===== src/rtl/mem_copy_master.sv =====
// -----------------------------------------------------------------------------
// mem_copy_master
//
// Bus initiator that copies a block of 32-bit words from one memory region to
// another over the valid/ready memory interface served by the BRAM controller.
// Each word is moved as one read followed by one write. A one-cycle idle gap
// separates consecutive requests so that a responder returning to idle after
// an acknowledge never sees a stale request.
//
// Ports:
//   clk         system clock, the only clock in the block
//   reset       synchronous, active-high reset
//   start       one-cycle copy request, sampled only when idle
//   src_addr    source byte address (bits [1:0] ignored)
//   dst_addr    destination byte address (bits [1:0] ignored)
//   len_words   number of words to copy
//   busy        high from the cycle after an accepted start until done
//   done        one-cycle completion pulse, on success or on timeout abort
//   error       timeout flag, sticky until the next accepted start
//   words_done  number of words whose write has been acknowledged
//   mem_valid   request strobe
//   mem_ready   responder acknowledge (ignored while mem_valid is low)
//   mem_addr    word-aligned request address
//   mem_wdata   write data (holds the last data value during reads)
//   mem_wstrb   4'b0000 for a read, 4'b1111 for a write
//   mem_rdata   read data, valid in the cycle mem_ready is high
// -----------------------------------------------------------------------------
module mem_copy_master #(
    parameter int LEN_W          = 16,
    parameter int TIMEOUT_CYCLES = 255
) (
    input  logic             clk,
    input  logic             reset,
    input  logic             start,
    input  logic [31:0]      src_addr,
    input  logic [31:0]      dst_addr,
    input  logic [LEN_W-1:0] len_words,
    output logic             busy,
    output logic             done,
    output logic             error,
    output logic [LEN_W-1:0] words_done,
    output logic             mem_valid,
    input  logic             mem_ready,
    output logic [31:0]      mem_addr,
    output logic [31:0]      mem_wdata,
    output logic [3:0]       mem_wstrb,
    input  logic [31:0]      mem_rdata
);

    typedef enum logic [2:0] {
        IDLE,
        RD,
        GAP_W,
        WR,
        GAP_R,
        FIN
    } state_t;

    // Wait counter is wide enough to hold TIMEOUT_CYCLES; the abort fires on
    // the edge that closes the TIMEOUT_CYCLES-th unacknowledged cycle.
    localparam int               WAIT_W    = $clog2(TIMEOUT_CYCLES + 1);
    localparam logic [WAIT_W-1:0] WAIT_LAST = WAIT_W'(TIMEOUT_CYCLES - 1);

    state_t             state;
    logic [31:0]        src_q;
    logic [31:0]        dst_q;
    logic [LEN_W-1:0]   len_q;
    logic [31:0]        data_q;
    logic [WAIT_W-1:0]  wait_cnt;
    logic [LEN_W-1:0]   words_next;

    assign words_next = words_done + LEN_W'(1);

    // NOTE: all state lives in this one clocked block and is updated with
    // non-blocking assignments, so every read sees the pre-edge value.
    always_ff @(posedge clk) begin
        if (reset) begin
            // NOTE: every register, data path included, is cleared: all
            // outputs must read 0 after reset and a reset mid-transfer must
            // drop mem_valid at that edge without a done pulse.
            state      <= IDLE;
            src_q      <= '0;
            dst_q      <= '0;
            len_q      <= '0;
            data_q     <= '0;
            wait_cnt   <= '0;
            busy       <= 1'b0;
            done       <= 1'b0;
            error      <= 1'b0;
            words_done <= '0;
            mem_valid  <= 1'b0;
            mem_addr   <= '0;
            mem_wdata  <= '0;
            mem_wstrb  <= 4'b0000;
        end else begin
            case (state)
                IDLE: begin
                    done <= 1'b0;
                    if (start) begin
                        src_q      <= {src_addr[31:2], 2'b00};
                        dst_q      <= {dst_addr[31:2], 2'b00};
                        len_q      <= len_words;
                        error      <= 1'b0;
                        words_done <= '0;
                        busy       <= 1'b1;
                        if (len_words == '0) begin
                            // Empty copy: finish without touching the bus.
                            state <= FIN;
                        end else begin
                            state     <= RD;
                            mem_valid <= 1'b1;
                            mem_wstrb <= 4'b0000;
                            mem_addr  <= {src_addr[31:2], 2'b00};
                            wait_cnt  <= '0;
                        end
                    end
                end

                RD: begin
                    if (mem_ready) begin
                        data_q    <= mem_rdata;
                        mem_valid <= 1'b0;
                        state     <= GAP_W;
                    end else if (wait_cnt == WAIT_LAST) begin
                        mem_valid <= 1'b0;
                        error     <= 1'b1;
                        state     <= FIN;
                    end else begin
                        wait_cnt <= wait_cnt + WAIT_W'(1);
                    end
                end

                GAP_W: begin
                    state     <= WR;
                    mem_valid <= 1'b1;
                    mem_wstrb <= 4'b1111;
                    mem_addr  <= dst_q;
                    mem_wdata <= data_q;
                    wait_cnt  <= '0;
                end

                WR: begin
                    if (mem_ready) begin
                        mem_valid  <= 1'b0;
                        words_done <= words_next;
                        // Address arithmetic wraps modulo 2^32 by width.
                        src_q      <= src_q + 32'd4;
                        dst_q      <= dst_q + 32'd4;
                        state      <= (words_next == len_q) ? FIN : GAP_R;
                    end else if (wait_cnt == WAIT_LAST) begin
                        mem_valid <= 1'b0;
                        error     <= 1'b1;
                        state     <= FIN;
                    end else begin
                        wait_cnt <= wait_cnt + WAIT_W'(1);
                    end
                end

                GAP_R: begin
                    state     <= RD;
                    mem_valid <= 1'b1;
                    mem_wstrb <= 4'b0000;
                    mem_addr  <= src_q;
                    wait_cnt  <= '0;
                end

                FIN: begin
                    // done is registered here, so it is seen in the cycle
                    // after FIN, together with busy falling.
                    done  <= 1'b1;
                    busy  <= 1'b0;
                    state <= IDLE;
                end

                default: begin
                    state <= IDLE;
                end
            endcase
        end
    end

endmodule


===== config.mk =====
export PLATFORM = sky130hd
export DESIGN_NAME = mem_copy_master
export DESIGN_NICKNAME = d
export VERILOG_FILES = /design/src/rtl/mem_copy_master.sv
export SDC_FILE = /design/constraint.sdc
export NUM_CORES = 1
export LEC_CHECK = 0
export ABC_CLOCK_PERIOD_IN_PS = 4900
export CORE_UTILIZATION = 45
export DETAILED_ROUTE_END_ITERATION = 16
export PLACE_DENSITY = 0.78
export SYNTH_ARGS = -nofsm -noshare
export SYNTH_HDL_FRONTEND = slang
export SYNTH_SLANG_ARGS = --single-unit

===== constraint.sdc =====
create_clock -name clk -period 4.9 [get_ports clk]
set_clock_uncertainty 0.2 [all_clocks]
set_input_delay 1.47 -clock clk [delete_from_list [all_inputs] [get_ports clk]]
set_output_delay 1.47 -clock clk [all_outputs]
set_load 0.1 [all_outputs]

==> impl_metrics.ini, run 1 <==
[yosys]
synth_fp_nets = 1462
ys_warn_count = 0
synth_cell_types = 71
ys_async_sr_fraction_pct = 0
synth_area_um2 = 10100
synth_top_area_cell = dfxtp_1
ys_ff_latch = 203
synth_area_leaders = dfxtp_1 (40%), nand2_1 (10%), a21oi_1 (7.9%)
synthCells = 1341
seq_area_frac_synth_pct = 40.3
netlist.area_leader.share_pct = 40.3
avgSynthCellArea_um2 = 7.52
synth_edf_count = 0
ys.flop_type = dfxtp_1

[critical_path]
crit_required_ns = 3.23
crit_type = reg -> out
critPathMaxStageDelay_ns = 1.21
reg2regPathDepth = 7
path_buf_inv = 1
worstReg2RegStart = state[0]$_SDFFE_PP0N_
worst_ep_arrival_time_ns = 2.29
critPathLaunch = words_done[3]$_SDFFE_PP0P_
crit_family = buffers and inverters
r2r_end = words_done[12]$_SDFFE_PP0P_
cp-end-kind = output port
critPathMaxFanout = 10
crit_chain = clkdlybuf4s50_1
r2r_slack_ns = 1.89
cpMaxStageDelayCell = clkdlybuf4s50_1
cp-start-kind = flop

[clock_network]
path_clk_slew_ns = 0.06
cts_tree = done
hold_buffers = 0
clkSinkCount = 203
root_buffer = clkbuf_16
post_cts_resized = 0
clk_latency_ns = 0.51
cts_setup_buffers = 0
cts-buffers-inserted = 23
cts.path.max_buffers = 3
htreeDepth = 1

[final_layout]
nets = 1589
syn2layout_area_growth_pct = 27.6
antennaDiodeCount = 0
drive_gt1_share_pct = 5.06

[floorplanning]
dieArea_um2 = 23000
dieHeight_um = 152
design.core.area_um2 = 21900
num_io_pins = 204
fp-row-count = 54
start_util_pct = 46.1
dieWidth_um = 152

[sta]
relSlewSlack_pct = 29.8
rsz0062_at_grt = false
max_freq_ghz = 0.253
finalCritPeriodShare_pct = 80.7
period_minus_slack_ns = 3.96
finalSetupViolations = 0
finalSetupTns_ns = 0
worst_pin_slew_ns = 1.05
hold_viol = 0
slew_violations = 0
whs_ns = 0.248

[placement]
place_congestion = 0.897
portBuffers = 199
detailed_place_hpwl_um = 19900

[routing]
drt-initial-drc-count = 693
via_per_inst = 5.85
drtPass1Iterations = 5
ant_nets = 0
drc_errors = 0
wl_per_cell_um = 17.3
vias = 10301
wl_um = 30400

[global_route]
antenna_found_initial = 0
grt_start_max_net_pins = 119
grt_pass1_vias = 9620
grt-ovfl-total = 0
grt_util_all_layers_pct = 26.1
grt_pass1_wl_um = 48200

[power_and_ir_drop]
powerDensity_nw_per_um2 = 340
p_leak_nw = 4.47
peakVddDrop_mv = 0.236

[worst_hold_path]
min_path_type = reg -> reg
holdCritStartpoint = data_q[11]$_SDFFE_PP0P_
min_to = mem_wdata[11]$_SDFFE_PP0P_
worstHoldPathCells = 2

[job]
maxCapViolations = 0

[run_status]
status = finished, final reports clean
==> cell type report <==
type,count,area (um^2)
fill,1981,9020
multi-input combinational,1015,5520
sequential,203,4060
timing repair buffer,216,2160
clock buffer,32,659
tap,280,350
clock inverter,7,85.1
inverter,9,33.8
==> where the power goes <==
part / leakage, nW / total, W / internal (W) / switching [W]
clock: 0.372 / 0.00173 / 0.00104 / 0.000691
sequential: 1.66 / 0.00185 / 0.00175 / 0.000101
combinational: 2.44 / 0.000796 / 0.000275 / 0.000521
==> flip-flops by register name (all words and copies together) (netlist names) <==
signal / flops
busy: 1
data_q: 32
error: 1
done: 1
mem_wdata: 32
state: 3
len_q: 16
mem_addr: 31
src_q: 30
words_done: 16
wait_cnt: 8
mem_valid: 1
dst_q: 30
mem_wstrb: 1
==> cell usage after synthesis, types with 3 or more instances <==
cell type	n
nand2_1	270
dfxtp_1	203
a21oi_1	159
nor2_1	135
clkbuf_1	77
o21ai_0	62
nand3_1	38
a22oi_1	37
nor3_1	36
a311oi_1	30
buf_2	25
xnor2_1	25
nand4_1	22
a211oi_1	16
nor4_1	15
a31oi_1	14
and3_1	13
and4_1	12
a221oi_1	9
and2_1	9
buf_4	9
inv_1	9
o31ai_1	9
nand2b_1	8
a21o_1	7
mux2i_1	7
nor3b_1	7
ha_1	5
o22ai_1	5
or3_1	5
xor2_1	5
a22o_1	4
a31o_2	4
o21bai_1	4
a21boi_0	3
nand3b_1	3
==> how the worst max path moves through the flow <==
stage,endpoint,cells past startpoint
floorplan,mem_wstrb[1],1
global placement,src_q[23]$_SDFFE_PP0P_,6
detailed placement,src_q[23]$_SDFFE_PP0P_,6
CTS,words_done[3],1
global route,words_done[3],1
finish,words_done[3],1
==> metal layers <==
layer / vias to the layer above / track usage, % / part of all wire, %
met2: 471 / 42.3 / 46
li1: 5012 / - / -
met4: 0 / 8.51 / 2.7
met3: 58 / 7.75 / 11
met1: 4760 / 33.0 / 41
met5: - / 0 / 0
==> placed cells by master, fill, tap and decap left out, types with 12 or more instances in the layout <==
cell type | synthesis | final
o21ai_0 | 62 | 62
nand2_1 | 270 | 270
a21oi_1 | 159 | 159
a22oi_1 | 37 | 37
clkdlybuf4s50_1 | 0 | 198
nor3_1 | 36 | 36
clkbuf_16 | 0 | 23
dfxtp_1 | 203 | 203
nand4_1 | 22 | 22
a31oi_1 | 14 | 14
buf_4 | 9 | 14
and4_1 | 12 | 12
a311oi_1 | 30 | 30
a211oi_1 | 16 | 16
and3_1 | 13 | 12
nand3_1 | 38 | 38
nor4_1 | 15 | 15
nor2_1 | 135 | 134
xnor2_1 | 25 | 25
==> metrics by stage <==
| step | utilization [%] | power [W] | setup slack (ns) | std cells | cell area [um^2] |
|---|---|---|---|---|---|
| 3_3_place_gp | 55.4 | 0.00266 | 0.856 | 1723 | 12100 |
| 2_1_floorplan | - | 0.00241 | 1.82 | 1341 | 10100 |
| 6_report | 58.8 | 0.00437 | 0.945 | 1762 | 12900 |
| 4_1_cts | 58.8 | 0.00440 | 0.946 | 1762 | 12900 |
| 3_5_place_dp | 55.4 | 0.00268 | 0.841 | 1723 | 12100 |
| 5_1_grt | 58.8 | 0.00454 | 0.930 | 1762 | 12900 |
==> logic make-up (layout without fill, tap and decap cells) <==
logic type | Yosys count | in the layout | share of synthesized area [%]
simple gates | 593 | 593 | 27.0
flops | 203 | 203 | 40.3
compound gates | 380 | 380 | 23.5
fa+ha+maj | 5 | 5 | 0.620
buf+inv | 123 | 264 | 5.29
xor+xnor | 30 | 30 | 2.60
mux | 7 | 7 | 0.694
(Power assumes the default switching activity.)
==> run 2, diff against run 1 <==
Settings changed: ABC_CLOCK_PERIOD_IN_PS 4900 to 4000.
Clock period 4.9 ns to 4 ns, I/O delays scaled along.
==> run 2 against run 1 <==
Against the previous run:
- setup slack got worse by 0.19 ns
- register-to-register slack got worse by 0.76 ns
- combinational power grew 23%
- cell count increased by 0.85%
- wire length decreased by 0.54%
- sequential cell count unchanged
- critical path type is now in -> reg
- largest cell class unchanged
==> impl_metrics.ini, run 2 (same netlist as run 1, synthesis figures left out) <==
[routing]
wl_per_cell_um = 17.0
via_per_inst = 5.81
drt-initial-drc-count = 722
wl_um = 30300
drc_errors = 0
drtPass1Iterations = 5
vias = 10324
ant_nets = 0

[final_layout]
final_cells = 1777
antennaDiodeCount = 0
final_cell_area_um2 = 12800
drive_gt1_share_pct = 11.8
fill_cells = 2020
layout_common_cells = nand2_1 (270), dfxtp_1 (203), a21oi_1 (159), nor2_1 (134), buf_4 (115)
nets = 1602
layout_commonest_cell = nand2_1
syn2layout_area_growth_pct = 26.5
largestRegisters = data_q (32), mem_wdata (32), mem_addr (31)

[critical_path]
path_buf_inv = 2
cp-end-kind = flop
crit_required_ns = 4.21
r2r_slack_ns = 1.13
cp-start-kind = input port
cpMaxStageDelayCell = a21o_1
critPathMaxFanout = 19
crit_type = in -> reg
worstReg2RegStart = state[2]$_SDFFE_PP0N_
r2r_end = mem_addr[9]$_SDFFE_PP0P_
reg2regPathDepth = 6
path_depth = 8
critPathMaxStageDelay_ns = 0.58
crit_family = compound AO/OA/AOI/OAI gates
worst_ep_arrival_time_ns = 3.46
crit_chain = clkdlybuf4s50_1 -> or3b_1 -> a21o_1 -> buf_4 -> nand2_1 -> a31oi_1 -> o31ai_1 -> a211oi_1

[clock_network]
hold_buffers = 0
cts_tree = done
post_cts_resized = 0
htreeDepth = 1
cts-buffers-inserted = 23
root_buffer = clkbuf_16
clk_latency_ns = 0.51
cts.path.max_buffers = 3
cts_setup_buffers = 0
clkSinkCount = 203
path_clk_slew_ns = 0.06

[global_route]
grt_pass1_wl_um = 48500
antenna_found_initial = 2
grt-ovfl-total = 0
grt_start_max_net_pins = 92
grt_util_all_layers_pct = 26.1
grt_pass1_vias = 9652

[run_status]
status = finished, final reports clean

[job]
maxCapViolations = 0

[worst_hold_path]
holdCritStartpoint = data_q[17]$_SDFFE_PP0P_
min_path_type = reg -> reg
min_to = mem_wdata[17]$_SDFFE_PP0P_
worstHoldPathCells = 2

[power_and_ir_drop]
powerDensity_nw_per_um2 = 420
p_leak_nw = 4.69
peakVddDrop_mv = 0.289
p_total_w = 0.00536

[placement]
place_inst = 1736
portBuffers = 199
placed_area_um2 = 12000
detailed_place_hpwl_um = 20400
place_congestion = 0.914

[sta]
period_minus_slack_ns = 3.25
finalCritPeriodShare_pct = 81.2
worst_pin_slew_ns = 1.05
whs_ns = 0.251
hold_viol = 0
rsz0062_at_grt = false
finalSetupTns_ns = 0
slew_violations = 0
max_freq_ghz = 0.308
finalSetupViolations = 0
relSlewSlack_pct = 29.2

[floorplanning]
start_util_pct = 46.1
dieWidth_um = 152
fp-row-count = 54
design.core.area_um2 = 21900
num_io_pins = 204
dieHeight_um = 152
dieArea_um2 = 23000
-- run 2: cell count changes in the layout (fill, tap and decap cells not counted) --
cell / before / now
inv_6: 0 / 2
clkbuf_1: 4 / 5
clkdlybuf4s50_1: 198 / 110
clkinvlp_4: 0 / 2
buf_4: 14 / 115
clkinv_2: 5 / 3
clkbuf_8: 5 / 4
-- run 2: metrics by stage --
| step | utilization [%] | worst slack, ns |
|---|---|---|
| 2_1_floorplan | - | 1.19 |
| 3_3_place_gp | 54.8 | 0.307 |
| 3_5_place_dp | 54.8 | 0.244 |
| 4_1_cts | 58.3 | 0.768 |
| 5_1_grt | 58.3 | 0.517 |
| 6_report | 58.3 | 0.752 |
-- run 2: worst max-delay path by stage --
stage,start,endpoint,slack [ns]
finish,start,src_q[31]$_SDFFE_PP0P_,0.75
floorplan,mem_wstrb[2]$_SDFFE_PP0P_,mem_wstrb[1],1.19
global placement,start,dst_q[18]$_SDFFE_PP0P_,0.31
global route,start,mem_addr[17]$_SDFFE_PP0P_,0.52
CTS,start,dst_q[18]$_SDFFE_PP0P_,0.77
detailed placement,start,dst_q[18]$_SDFFE_PP0P_,0.24
-- run 2: power by group --
group | total, W | internal [W] | switching [W] | leakage (nW)
logic | 0.000981 | 0.000335 | 0.000646 | 2.67
registers | 0.00226 | 0.00214 | 0.000122 | 1.66
clock network | 0.00211 | 0.00127 | 0.000846 | 0.367
-- run 2: worst reg2reg max path, stage by stage, from the launching register on --
cell	delay, ns
dfxtp_1	0.78
nor2_1	0.16
nand3_1	0.19
or2_0	0.15
and3_2	0.85
nor2_1	0.13
a311oi_1	0.30
-- run 2: cell type report --
type / count / area [um^2] / share of cell area (%)
Clock buffer: 32 / 649 / 5.09
Clock inverter: 9 / 108 / 0.843
Inverter: 9 / 33.8 / 0.265
Multi-Input combinational cell: 1015 / 5520 / 43.3
Sequential cell: 203 / 4060 / 31.8
Tap cell: 280 / 350 / 2.75
Timing Repair Buffer: 229 / 2040 / 16.0
-- run 2: layer usage --
| metal | routed length [um] | up-vias | GRT usage [%] |
|---|---|---|---|
| met5 | 26 | - | 0 |
| met4 | 671 | 4 | 7.43 |
| met3 | 3070 | 61 | 6.89 |
| met2 | 13600 | 422 | 41.6 |
| met1 | 12900 | 4786 | 34.4 |
| li1 | - | 5051 | - |
==> RTL change 1, RTL diff (config.mk and constraints of run 2) <==
Re-encode `state_t` (6 states) as one-hot, 6 bits wide.
--- a/src/rtl/mem_copy_master.sv
+++ b/src/rtl/mem_copy_master.sv
@@ -48,11 +48,11 @@
 );
 
-    typedef enum logic [2:0] {
-        IDLE,
-        RD,
-        GAP_W,
-        WR,
-        GAP_R,
-        FIN
+    typedef enum logic [5:0] {
+        IDLE  = 6'b000001,
+        RD    = 6'b000010,
+        GAP_W = 6'b000100,
+        WR    = 6'b001000,
+        GAP_R = 6'b010000,
+        FIN   = 6'b100000
     } state_t;
 
Function: same outputs for any inputs over 4 cycles, from zero or initial values and one cycle with reset high; so few cycles prove little.
==> RTL change 1 against run 2 <==
- first-iteration DRC count increased by 10%
- count of clock-buffer cells in the layout increased by 1
- sequential cell count increased by 3
- routed wire length decreased by 1.9%
- core utilization increased by 0.15 points
- worst hold slack got worse by 2.0 ps
- design area increased by 0.26%
- highest routed layer is now met4
- synthesized area decreased by 0.31%
- worst setup slack got worse by 200 ps
Power is not compared: it rests on default switching activity, and its combinational part moved more than twofold at a synthesized area within 25%.
==> RTL change 1: results <==
{
  "yosysWarnings": 0,
  "r2r_cells": 6,
  "antenna_found_initial": 2,
  "synth_nets": 1448,
  "setup.worst_path.end": "mem_addr[16]$_SDFFE_PP0P_",
  "r2r_start": "state[1]$_SDFFE_PP0N_",
  "h-tree-depth": 1,
  "gp_congestion": 0.916,
  "fin_crit_sh_pct": 86.1,
  "reg_top3": "data_q x32, mem_wdata x32, mem_addr x31",
  "seq_power_share_pct": 36.2,
  "syn_avg_cell_area_um2": 7.58,
  "clk_latency_ps": 520,
  "synth.area.top_cells": "dfxtp_1 (41%), nand2_1 (10%), a21oi_1 (7.7%), nor2_1 (4.6%), clkbuf_1 (3.4%)",
  "hp-start": "data_q[3]$_SDFFE_PP0P_",
  "peakVddDrop_uv": 417,
  "drt_iter0_markers": 795,
  "crit_arrival_ps": 3670,
  "cts_root_buffer": "clkbuf_16",
  "use_met2_pct": 41.6,
  "r2r_slack_ps": 720,
  "wl_per_cell_um": 16.8,
  "dr.pass1.iters": 6,
  "worstMarginPinSlew_ps": 1190,
  "grt.total_usage_pct": 25.2,
  "grt_first_pass_wirelength_um": 47100,
  "critPathLaunch": "len_words[7]",
  "ys_types": 64,
  "met3_usage_pct": 5.45,
  "num_vias": 10300,
  "nets": 1586,
  "leakage_nw": 4.57,
  "r2r-end": "mem_addr[16]$_SDFFE_PP0P_",
  "post-place-ws_ps": 44.7,
  "grt_max_degree": 71,
  "holdWs_ps": 249,
  "wirelength_um": 29700,
  "drive_gt1_share_pct": 12.1,
  "dp.cells": 1719,
  "powerComb_mw": 2.22,
  "dpl_cell_area_mm2": 0.0119,
  "postCtsResizedCells": 0,
  "synth_common_cells": "nand2_1 (269), dfxtp_1 (206), a21oi_1 (155)",
  "hold_end": "mem_wdata[3]$_SDFFE_PP0P_",
  "yosysSeqAreaShare_pct": 41.0,
  "cts_setup_buffers": 0,
  "status": "finished, final reports clean",
  "combPwrFrac_pct": 31.1,
  "path_max_fanout": 43,
  "hpwl_um": 19800,
  "numCtsBuffers": 24,
  "grt_pass1_vias": 9411,
  "grtUsageMet1_pct": 32.2
}
[RTL change 1: cell families after synthesis]
kind of cell               Yosys count  share of synthesized area, %
AOI/OAI and AO/OA                  373                          23.3
xor gates and xnor gates            27                          2.35
adders and majority gates            5                         0.622
buffers and inverters              124                          5.12
DFF                                206                          41.0
muxes                                4                         0.410
and+or+nand+nor                    588                          27.2
[RTL change 1: cell type report]
cell class	instances	area, um2
Sequential cell	206	4120
Multi-Input combinational cell	997	5450
Tap cell	280	350
Fill cell	2005	9100
Clock inverter	11	178
Inverter	13	48.8
Antenna cell	2	5.00
Timing Repair Buffer	223	1970
Clock buffer	33	674
[RTL change 1: critical path, stage by stage]
cell and delay, ps:
clkdlybuf4s50_1 480, nor4_1 70, nand4_1 260, a21oi_4 110, a21oi_4 900, buf_4 330
nor2_1 50, a311oi_1 250
[RTL change 1: metal layers]
layer / up-vias / share of wire (%)
met5: - / 0
met4: 0 / 3.1
met3: 58 / 8.2
met2: 390 / 47
met1: 4771 / 42
li1: 5039 / -
==> RTL change 2, RTL diff (settings of run 2) <==
Without the edit above. The parameter `LEN_W` goes from 16 to 8.
--- a/src/rtl/mem_copy_master.sv
+++ b/src/rtl/mem_copy_master.sv
@@ -27,5 +27,5 @@
 // -----------------------------------------------------------------------------
 module mem_copy_master #(
-    parameter int LEN_W          = 16,
+    parameter int LEN_W          = 8,
     parameter int TIMEOUT_CYCLES = 255
 ) (
Interface: changed (resized len_words and words_done); port bits go from 204 to 188. No check against the original RTL was run, so the function may have changed too.
==> RTL change 2 against run 2 <==
- combinational power rose by 15%
- register-to-register slack got worse by 120 ps
- clock power fell by 16%
- sequential share of layout area is essentially flat
- total power shrank 5.2%
- synthesized area down 6.1%
- routed wire length shrank 7.0%
- design area is 7.8% lower
- worst setup slack worse by 180 ps
- highest routed layer is now met4
- sequential cell count shrank 16
- sequential power shrank 4%
==> RTL change 2: results <==
{
  "h-tree-depth": 4,
  "dp.cells": 1566,
  "n_all_inverters": 12,
  "max_stage_delay_ps": 770,
  "leakage_nw": 4.17,
  "clk_path_buf_depth": 2,
  "nets": 1428,
  "synth_compound_area_share_pct": 25.5,
  "synth_fa_ha_area_share_pct": 0.661,
  "postSynthCellCount": 1200,
  "met3_usage_pct": 7.30,
  "drt_iter0_markers": 734,
  "wl_met1_um": 11800,
  "wl_met3_um": 2530,
  "n_antenna_cell": 1,
  "status": "finished, final reports clean",
  "grt_max_degree": 176,
  "layout.nonclk_buf_share_pct": 15.5,
  "buffers": 208,
  "p_int_mw": 3.34,
  "clkbuf_count": 17,
  "route.met2.wl_um": 13100,
  "post-place-ws_ps": 182,
  "fillerInstances": 1895,
  "worstMarginPinSlew_ps": 1040,
  "yosysSeqAreaShare_pct": 39.5,
  "syn_avg_cell_area_um2": 7.89,
  "synth.area.top_cells": "dfxtp_1 (40%), nand2_1 (9.6%), a21oi_1 (7.7%), mux2i_1 (2.9%), clkbuf_1 (2.8%)",
  "gp_congestion": 0.879,
  "nMultiInputCombCells": 889,
  "multi_input_area_share_pct": 44.2,
  "num_vias": 9453
}
## RTL change 2: cell count changes after synthesis, moves of 13 or more
cell / change
nor2_1: -77
a22oi_1: -32
o22a_1: +29
nand2_1: -27
o221ai_1: +25
a311oi_1: -21
mux2i_1: +20
dfxtp_1: -16
o21ai_0: -16
xnor2_1: -15
a21oi_1: -13
## RTL change 2: path summary, 6_finish.rpt
| check | to | startpoint | slack [ps] | cells past startpoint |
|---|---|---|---|---|
| setup / recovery | mem_addr[2]$_SDFFE_PP0P_ | len_words[6] | 570 | 7 |
| hold / removal | mem_wdata[4]$_SDFFE_PP0P_ | data_q[4]$_SDFFE_PP0P_ | 250 | 2 |
| setup reg to reg | src_q[12]$_SDFFE_PP0P_ | state[0]$_SDFFE_PP0N_ | 1010 | 6 |
| hold reg to reg | mem_wdata[4]$_SDFFE_PP0P_ | data_q[4]$_SDFFE_PP0P_ | 250 | 2 |
